--- src/rtl/sa_addr_seq.sv ---
// Serial-index sequencer for the systolic-array SRAM address selector.
// Sweeps 0..LAST_SER per tile, supports stall, and flags aligned read data.
module sa_addr_seq #(
    parameter int SER_W    = 7,
    parameter int LAST_SER = 102,
    parameter int IDLE_SER = 127,
    parameter int SRAM_LAT = 1,
    parameter int TILE_W   = 8
) (
    input  logic              clk,
    input  logic              rst,
    input  logic              start,
    input  logic [TILE_W-1:0] num_tiles,
    input  logic              stall,
    output logic              busy,
    output logic [SER_W-1:0]  addr_serial_num,
    output logic [TILE_W-1:0] tile_idx,
    output logic              out_valid,
    output logic              tile_done,
    output logic              done
);

    typedef enum logic [1:0] {IDLE, RUN, DRAIN, DONE} state_t;

    // Issue-to-array latency: selector register plus SRAM read latency.
    localparam int PIPE  = 1 + SRAM_LAT;
    localparam int CNT_W = $clog2(PIPE + 1);

    localparam logic [SER_W-1:0] LAST_V = SER_W'(LAST_SER);
    localparam logic [SER_W-1:0] IDLE_V = SER_W'(IDLE_SER);

    state_t            state, state_n;
    logic [SER_W-1:0]  ser_n;
    logic [TILE_W-1:0] tile_n;
    logic [TILE_W-1:0] ntiles_q, ntiles_n;
    logic [CNT_W-1:0]  cnt_q, cnt_n;
    logic [PIPE-1:0]   vpipe;
    logic              issue;
    logic              last_beat;

    // Next-state, next-index and issue decode.
    always_comb begin
        state_n   = state;
        ser_n     = addr_serial_num;
        tile_n    = tile_idx;
        ntiles_n  = ntiles_q;
        cnt_n     = cnt_q;
        issue     = 1'b0;
        last_beat = 1'b0;
        unique case (state)
            IDLE: begin
                if (start) begin
                    ntiles_n = num_tiles;
                    tile_n   = '0;
                    if (num_tiles != '0) begin
                        state_n = RUN;
                        ser_n   = '0;
                    end else begin
                        state_n = DONE;
                    end
                end
            end
            RUN: begin
                if (!stall) begin
                    issue = 1'b1;
                    if (addr_serial_num != LAST_V) begin
                        ser_n = addr_serial_num + SER_W'(1);
                    end else begin
                        last_beat = 1'b1;
                        if (tile_idx != ntiles_q - TILE_W'(1)) begin
                            ser_n  = '0;
                            tile_n = tile_idx + TILE_W'(1);
                        end else begin
                            state_n = DRAIN;
                            ser_n   = IDLE_V;
                            cnt_n   = CNT_W'(PIPE - 1);
                        end
                    end
                end
            end
            DRAIN: begin
                if (cnt_q == '0) begin
                    state_n = DONE;
                end else begin
                    cnt_n = cnt_q - CNT_W'(1);
                end
            end
            DONE: begin
                state_n = IDLE;
            end
            default: state_n = IDLE;
        endcase
    end

    // State, index and registered output update.
    always_ff @(posedge clk) begin
        if (rst) begin
            state           <= IDLE;
            addr_serial_num <= IDLE_V;
            tile_idx        <= '0;
            ntiles_q        <= '0;
            cnt_q           <= '0;
            vpipe           <= '0;
            busy            <= 1'b0;
            tile_done       <= 1'b0;
            done            <= 1'b0;
        end else begin
            state           <= state_n;
            addr_serial_num <= ser_n;
            tile_idx        <= tile_n;
            ntiles_q        <= ntiles_n;
            cnt_q           <= cnt_n;
            vpipe           <= (vpipe << 1) | PIPE'(issue);
            busy            <= (state_n != IDLE);
            tile_done       <= last_beat;
            done            <= (state_n == DONE);
        end
    end

    assign out_valid = vpipe[PIPE-1];

endmodule

--- config.mk ---
export PLATFORM = sky130hd
export DESIGN_NAME = sa_addr_seq
export DESIGN_NICKNAME = d
export VERILOG_FILES = /design/src/rtl/sa_addr_seq.sv
export SDC_FILE = /design/constraint.sdc
export NUM_CORES = 1
export LEC_CHECK = 0
export BUFFER_PORTS_ARGS = -buffer_cell sky130_fd_sc_hd__buf_2
export CAP_MARGIN = 20
export CORE_ASPECT_RATIO = 1.1
export CORE_UTILIZATION = 58
export CTS_BUF_LIST = sky130_fd_sc_hd__clkbuf_4
export DETAILED_ROUTE_END_ITERATION = 10
export HOLD_SLACK_MARGIN = 0.1
export PLACE_DENSITY = 0.83
export SYNTH_ARGS = -nofsm -noshare
export SYNTH_HDL_FRONTEND = slang
export SYNTH_SLANG_ARGS = --single-unit
--- constraint.sdc ---
create_clock -name clk -period 2.6 [get_ports clk]
set_input_delay 0 -clock clk [delete_from_list [all_inputs] [get_ports clk]]
set_output_delay 0 -clock clk [all_outputs]
set_load 0.01 [all_outputs]
# [After elaboration in Yosys (flattened, before gate mapping)]
# Cells that the tools add are included.
[word_totals] in_bits=12 reg_bits=32 word_cells=65 output_inout_bits=19
[op_classes] reduce_logical=11 bitwise=2 n_mux=26 eq_ne=13 add_sub_neg=4
[op_table] op="$mux 7" n=5
[op_table] op="$mux 8" n=4
[op_table] op="$mux 2" n=10
[op_table] op="$pmux 8 s2" n=1
[op_table] op="$ne 2x2->1 const B" n=7
[op_table] op="$pmux 7 s2" n=1
[op_table] op="$reduce_and 5->1" n=2
[op_table] op="$add 8x1->8 const B" n=1
[op_table] op="$ne 8x8->1" n=1
[op_table] op="$pmux 2 s4" n=1
[op_table] op="$reduce_bool 8->1" n=1
[op_table] op="$sub 8x1->8 const B" n=1
[op_table] op="$add 7x1->7 const B" n=1
[op_table] op="$ne 7x7->1 const B" n=1
[op_table] op="$eq 2x2->1 const B" n=3
[op_table] op="$reduce_bool 2->1" n=3
[op_table] op="$logic_not 2->1" n=2
[op_table] op="$pmux 2 s2" n=1
[op_table] op="$reduce_and 4->1" n=1
[op_table] op="$mux 1" n=3
[op_table] op="$reduce_or 3->1" n=1
[op_table] op="$eq 2x1->1 const B" n=1
[op_table] op="$or 2x1->2" n=1
[op_table] op="$reduce_and 2->1" n=1
[op_table] op="2 further kinds" n=2

# [Depth between registers and ports, before layout]
# Gate-level depths: netlist of run 1.
[logic_depth] depth_word=7 mapped_depth=8 depth_no_buf=8

# [Worst setup path after synthesis of run 1]
# No wires, ideal clock.
[synth_timing] path_kind="register -> register" startpoint="register ntiles_q[0]" endpoint="register busy" required_time_ns=2.472 path_slack_ns=0.379 arrival_time_ns=2.093 setup_time_ns=0.128 path_stages_with_launch=9 synth_period_minus_slack_ns=2.221 path_buffers=0 cell_sequence="dfxtp_1 inv_1 ha_1 o21bai_1 a2111oi_2 a311oi_4 a2111oi_2 o31ai_4 o21bai_1"
[synth_via] elab_chain_len=7
[synth_lines] item="start, declared" line_no="35" source="logic [TILE_W-1:0] ntiles_q, ntiles_n;"
[synth_lines] item="start signal, assigned" line_no="111" source="ntiles_q <= ntiles_n;"
[synth_lines] item="$sub 8x1->8" line_no="70" source="if (tile_idx != ntiles_q - TILE_W'(1)) begin"
[synth_lines] item="$ne 8x8->1" line_no="70"
[synth_lines] item="$mux 2" line_no="70"
[synth_lines] item="$mux 2" line_no="66" source="if (addr_serial_num != LAST_V) begin"
[synth_lines] item="$mux 2" line_no="64" source="if (!stall) begin"
[synth_lines] item="$pmux 2 s4" line_no="50" source="unique case (state)"
[synth_lines] item="$reduce_bool 2->1" line_no="114" source="busy <= (state_n != IDLE);"
[synth_lines] item="end signal, assigned" line_no="114"
[synth_lines] item="end, declared" line_no="15" source="output logic busy,"
# Every way passes these cells.
# A chain may end at the register's enable or synchronous reset.

# [Final worst setup path of run 1]
[layout_timing] startpoint="register ntiles_q[0]" endpoint="register cnt_q[0]"
[layout_via] elab_chain_len=4
[layout_lines] item="$sub 8x1->8" line_no="70"
[layout_lines] item="$ne 8x8->1" line_no="70"
[layout_lines] item="$ne 2x2->1 (no line)"
[layout_lines] item="$reduce_and 5->1 (no line)"
[layout_lines] item="end signal, assigned" line_no="112" source="cnt_q <= cnt_n;"
[layout_lines] item="end, declared" line_no="36" source="logic [CNT_W-1:0] cnt_q, cnt_n;"
# Every way passes these cells.

==> flow_summary.json, run 1 <==
{
  "yosys.cell_types.count": 48,
  "hold_class": "primary input to register",
  "cellLeakagePower_nw": 0.897,
  "r2r_setup_slack_ns": 0.16,
  "core-area_um2": 3100,
  "use_met1": 0.302,
  "seq_area_um2": 641,
  "irDropWorstVdd_v": 0.000304,
  "grt_overflow": 0,
  "ys_async_sr_fraction": 0,
  "netlist_top_cells_area": "dfxtp_1 (34%), mux2i_1 (7.3%), a21oi_1 (5.0%)",
  "cts.sinks": 32,
  "grt_pass1_vias": 1664,
  "status": "finished with violations",
  "worstSetupPathType": "register to register",
  "grt_pass1_wl_mm": 7.42,
  "numCtsBuffers": 5,
  "worstHoldStart": "rst",
  "period_share": 0.937,
  "worst_path_most_repeated_cell": "a211oi_1",
  "grt_max_degree": 35,
  "cts_max_level": 2,
  "synthCells": 222,
  "reg2reg_depth": 8,
  "dieArea_um2": 3520,
  "wire_per_inst_um": 14.4,
  "drtIter0Drc": 88,
  "crit_path_max_fanout": 6,
  "die_width_um": 56.7,
  "route.detailed.drc": 2,
  "start_kind": "register",
  "min_period_ns": 2.44,
  "antenna_found_initial": 0,
  "initial_core_util": 0.615,
  "r2r-end": "cnt_q[0]",
  "die_y_um": 62.1,
  "dp_hpwl_mm": 3.01,
  "synthFlopType": "dfxtp_1",
  "worst-path-buf-inv": 1,
  "ios": 31,
  "n_antenna_cell": 0,
  "cts_tree": "yes",
  "hold_end": "ntiles_q[4]",
  "busiest_layer": "met2",
  "synth-edff-count": 0,
  "clk_latency_ns": 0.34,
  "gp_congestion": 0.929,
  "root_buffer": "clkbuf_4",
  "clk_pin_slew_worst_paths_ns": 0.10,
  "grt_use_met2": 0.461,
  "viasPerCell": 6.01,
  "vias": 1810,
  "cts_buffer_depth": 2,
  "end_kind": "register",
  "areaGrowthSynthToFinish_pct": 19.3,
  "cp.arrival_ns": 2.67,
  "crit_chain": "inv_1 -> ha_1 -> o21bai_1 -> a2111oi_4 -> a311oi_4 -> a211oi_4 -> a211oi_1 -> a211oi_1",
  "ys_warn_count": 0,
  "r2r-start": "ntiles_q[0]",
  "maxSlewHeadroom": 0.582,
  "power_mw": 1.15,
  "slowest_stage": "dfxtp_1",
  "ant_nets": 0,
  "gr-usage-all-layers": 0.268,
  "worstMarginPinSlew_ns": 0.624,
  "synth_nets": 239,
  "nets": 283,
  "yosysSeqAreaShare": 0.336,
  "violations": "DRC",
  "cap_violations": 0,
  "power.density_nw_per_um2": 504,
  "met3_usage": 0.0729,
  "syn_avg_cell_area_um2": 8.59,
  "synth_commonest_cells": "dfxtp_1 (32), nor2_1 (22), nand2_1 (20), a21oi_1 (19), mux2i_1 (14)",
  "critical-path-top-delay-family": "compound AO/OA/AOI/OAI gates",
  "wirelength_mm": 4.35,
  "finClkSkew_ns": 0.0165,
  "cpPeakStageDelay_ns": 0.44,
  "max_freq_ghz": 0.411,
  "synth_top_area_cell": "dfxtp_1",
  "io_buffers": 30,
  "hold_viol_final": 0,
  "whs_path_depth": 2,
  "ys_ff_latch": 32,
  "first_pass_iters": 8,
  "slew_violations": 0,
  "fin_util": 0.734,
  "worst_ep_required_time_ns": 2.84,
  "syn_area_um2": 1910,
  "drive_gt1_frac": 0.213,
  "rows": 21,
  "n_fill_cell": 249,
  "synth.top_cell.area_share": 0.336,
  "synth.most_common_cell": "dfxtp_1",
  "multi_input_area_um2": 1220,
  "setup_viol_count_final": 0
}
[layout by cell type (no fill, tap or decap), types with 6 or more instances in the layout]
| cell type | instances |
|---|---|
| nand2_1 | 20 |
| mux2i_1 | 14 |
| inv_1 | 7 |
| xnor2_1 | 6 |
| dlygate4sd3_1 | 10 |
| a21oi_1 | 19 |
| clkbuf_4 | 7 |
| buf_2 | 30 |
| nor3_1 | 7 |
| nor2_1 | 22 |
| dfxtp_1 | 32 |
| or3_1 | 8 |
[flip-flops by register name, indices dropped and copies added, names as in the netlist]
register / count
addr_serial_num: 7
busy: 1
cnt_q: 2
done: 1
ntiles_q: 8
state: 2
tile_done: 1
tile_idx: 8
vpipe: 2
[worst max path at each step]
stage                 from                 end  slack (ns)  cells after the start
3_5_place_dp   ntiles_q[0]  addr_serial_num[4]        0.17                      8
3_3_place_gp   ntiles_q[0]  addr_serial_num[4]        0.25                      8
6_report       ntiles_q[0]            cnt_q[0]        0.16                      8
2_1_floorplan  ntiles_q[0]                busy        0.38                      8
5_1_grt        ntiles_q[0]  addr_serial_num[4]       -0.01                      8
4_1_cts        ntiles_q[0]  addr_serial_num[4]        0.16                      8
[stage by stage]
stage	area (µm²)	hold slack [ns]	std cells	worst slack (ns)	TNS [ns]
final	2270	0.143	301	0.165	0
after global routing	2270	0.179	301	-0.0104	-0.0104
after CTS	2250	0.135	299	0.157	0
after detailed placement	2090	0.259	281	0.170	0
after global placement	2090	0.253	281	0.253	0
after floorplan	1910	0.0793	222	0.379	0
[cell families after synthesis]
family / Yosys count / synth area share
fa+ha+maj: 5 / 0.0328
mux: 14 / 0.0735
compound gates: 55 / 0.223
buf+inv: 15 / 0.0302
xor+xnor: 9 / 0.0413
simple gates: 92 / 0.263
flops: 32 / 0.336
[where the power goes]
| part | switching, mW | total (mW) | internal (mW) |
|---|---|---|---|
| registers | 0.0490 | 0.570 | 0.521 |
| clock network | 0.170 | 0.295 | 0.125 |
| logic | 0.152 | 0.282 | 0.130 |
| total | 0.371 | 1.15 | 0.776 |
[what timing repair did]
item,CTS,global route
resized for setup,0,1
hold buffers,10,0
setup endpoints to repair,0,2
hold endpoints to repair,10,0
buffers inserted,0,2
[layer usage]
metal | up-vias | wire length (µm) | share of wire
met5 | - | 0 | 0
met4 | 0 | 98 | 0.023
met3 | 12 | 193 | 0.044
met2 | 45 | 2290 | 0.53
met1 | 861 | 1760 | 0.41
li1 | 892 | - | -
[layout make-up]
type / instances / area share
Tap cell: 34 / 0.0187
Sequential cell: 32 / 0.282
Inverter: 7 / 0.0116
Clock inverter: 1 / 0.00165
Timing Repair Buffer: 45 / 0.127
Clock buffer: 7 / 0.0231
Multi-Input combinational cell: 175 / 0.537
Power figures use the tool's default switching activity.
==> inputs of run 2 (changes only) <==
--- a/config.mk
+++ b/config.mk
@@ -6,8 +6,8 @@
 export NUM_CORES = 1
 export LEC_CHECK = 0
 export BUFFER_PORTS_ARGS = -buffer_cell sky130_fd_sc_hd__buf_2
-export CAP_MARGIN = 20
-export CORE_ASPECT_RATIO = 1.1
+export CAP_MARGIN = 10
+export CORE_ASPECT_RATIO = 2
 export CORE_UTILIZATION = 58
 export CTS_BUF_LIST = sky130_fd_sc_hd__clkbuf_4
 export DETAILED_ROUTE_END_ITERATION = 10
==> flow_summary.json, run 2 (same netlist as run 1, synthesis figures left out) <==
{
  "min_period_ns": 2.41,
  "critical-path-top-delay-family": "compound AO/OA/AOI/OAI gates",
  "ios": 31,
  "antenna_found_initial": 0,
  "clk_latency_ns": 0.34,
  "n_fill_cell": 267,
  "hold_class": "primary input to register",
  "cpPeakStageDelay_ns": 0.52,
  "numCtsBuffers": 5,
  "cts_max_level": 2,
  "gp_congestion": 0.930,
  "cts_tree": "yes",
  "io_buffers": 30,
  "areaGrowthSynthToFinish_pct": 17.6,
  "dp_hpwl_mm": 3.32,
  "root_buffer": "clkbuf_4",
  "cellLeakagePower_nw": 0.881,
  "ant_nets": 0,
  "drtIter0Drc": 48,
  "cp.arrival_ns": 2.64,
  "initial_core_util": 0.604,
  "status": "finished clean",
  "n_antenna_cell": 0,
  "wirelength_mm": 4.61,
  "viasPerCell": 6.10,
  "clk_pin_slew_worst_paths_ns": 0.10,
  "maxSlewHeadroom": 0.568,
  "die_width_um": 42.5,
  "drive_gt1_frac": 0.212,
  "core-area_um2": 3160,
  "cts_buffer_depth": 2,
  "biggestRegsByFlops": "ntiles_q (8), tile_idx (8), addr_serial_num (7)",
  "r2r_setup_slack_ns": 0.19,
  "worst-path-buf-inv": 1,
  "end_kind": "register",
  "slew_violations": 0,
  "hold_viol_final": 0,
  "start_kind": "register",
  "nets": 280,
  "worst_ep_required_time_ns": 2.83,
  "die_y_um": 83.1,
  "grt_pass1_wl_mm": 7.76,
  "final_cell_mix": "dfxtp_1 (31), buf_2 (30), nor2_1 (22)",
  "wire_per_inst_um": 15.6,
  "worstMarginPinSlew_ns": 0.645,
  "max_freq_ghz": 0.416,
  "power.density_nw_per_um2": 501,
  "grt_pass1_vias": 1757,
  "cap_violations": 0,
  "slowest_stage": "o211ai_1",
  "vias": 1799,
  "rows": 29,
  "postLayoutCellArea_um2": 2240,
  "rsz0062_at_grt": "no",
  "crit_chain": "inv_1 -> ha_1 -> and2_1 -> o21a_1 -> o31a_1 -> o211ai_1 -> a21oi_1 -> mux2i_1",
  "period_share": 0.925,
  "irDropWorstVdd_v": 0.000477,
  "postPlaceCellArea_um2": 2090,
  "cts.sinks": 32,
  "multi_input_area_um2": 1220,
  "route.detailed.drc": 0,
  "seq_area_um2": 642,
  "grt_max_degree": 35,
  "finClkSkew_ns": 0.00687,
  "setup_viol_count_final": 0,
  "final_common_cell": "dfxtp_1",
  "first_pass_iters": 4,
  "crit_path_max_fanout": 6,
  "worstSetupPathType": "register to register",
  "dieArea_um2": 3540,
  "grt_overflow": 0,
  "fin_setup_tns_ns": 0,
  "gr-usage-all-layers": 0.281
}
==> run 2: cell count changes in the layout (fill, tap and decap cells not counted), sizes merged <==
cell	before	now
clkinv	1	3
clkbuf	7	5
buf	35	33
dlygate4sd3	10	9
==> run 2: worst reg2reg max path, cell delays in order, from the launching register on <==
cell	delay [ns]
dfxtp_1	0.41
inv_1	0.08
ha_1	0.26
and2_1	0.21
o21a_1	0.18
o31a_1	0.32
o211ai_1	0.52
a21oi_1	0.16
mux2i_1	0.15
==> run 2: timing repair <==
item	CTS	global route
endpoints found under the setup margin	0	6
hold endpoints to repair	9	0
setup buffers	0	0
hold buffers	9	0
resized for setup	0	2
==> run 2: metal layers <==
layer  part of all wire  global-route usage  wire, µm
met5                  0                   0         0
met4              0.026               0.142       119
met3              0.027              0.0543       125
met2               0.55               0.505      2550
met1               0.39               0.296      1820
==> run 2: area by class of cell <==
| cell class | instances | area share |
|---|---|---|
| Multi-Input combinational cell | 175 | 0.545 |
| Sequential cell | 32 | 0.286 |
| Timing Repair Buffer | 42 | 0.117 |
| Tap cell | 31 | 0.0173 |
| Clock buffer | 5 | 0.0167 |
| Inverter | 7 | 0.0117 |
| Clock inverter | 3 | 0.00614 |
==> run 2: through the flow <==
stage	util	power [mW]	worst slack (ns)	std cells	hold WS, ns
after floorplan	-	0.769	0.379	222	0.0793
after global placement	0.661	0.843	0.250	278	0.252
after detailed placement	0.661	0.847	0.132	278	0.264
after CTS	0.706	1.12	0.0885	295	0.153
after global routing	0.710	1.19	0.0301	295	0.161
final	0.710	1.12	0.194	295	0.153
==> run 2: power breakdown <==
part	internal, mW	switching, mW	leakage, nW
sequential	0.521	0.0496	0.263
clock	0.0990	0.172	0.0324
combinational	0.129	0.154	0.586
total	0.749	0.375	0.881
==> run 2: final timing paths <==
path / from / end / depth (start not counted)
worst max register to register: ntiles_q[1] / tile_idx[6] / 8
worst min register to register: vpipe[0] / vpipe[1] / 1
worst min-delay path: start / state[1] / 5
worst max-delay path: ntiles_q[1] / tile_idx[6] / 8
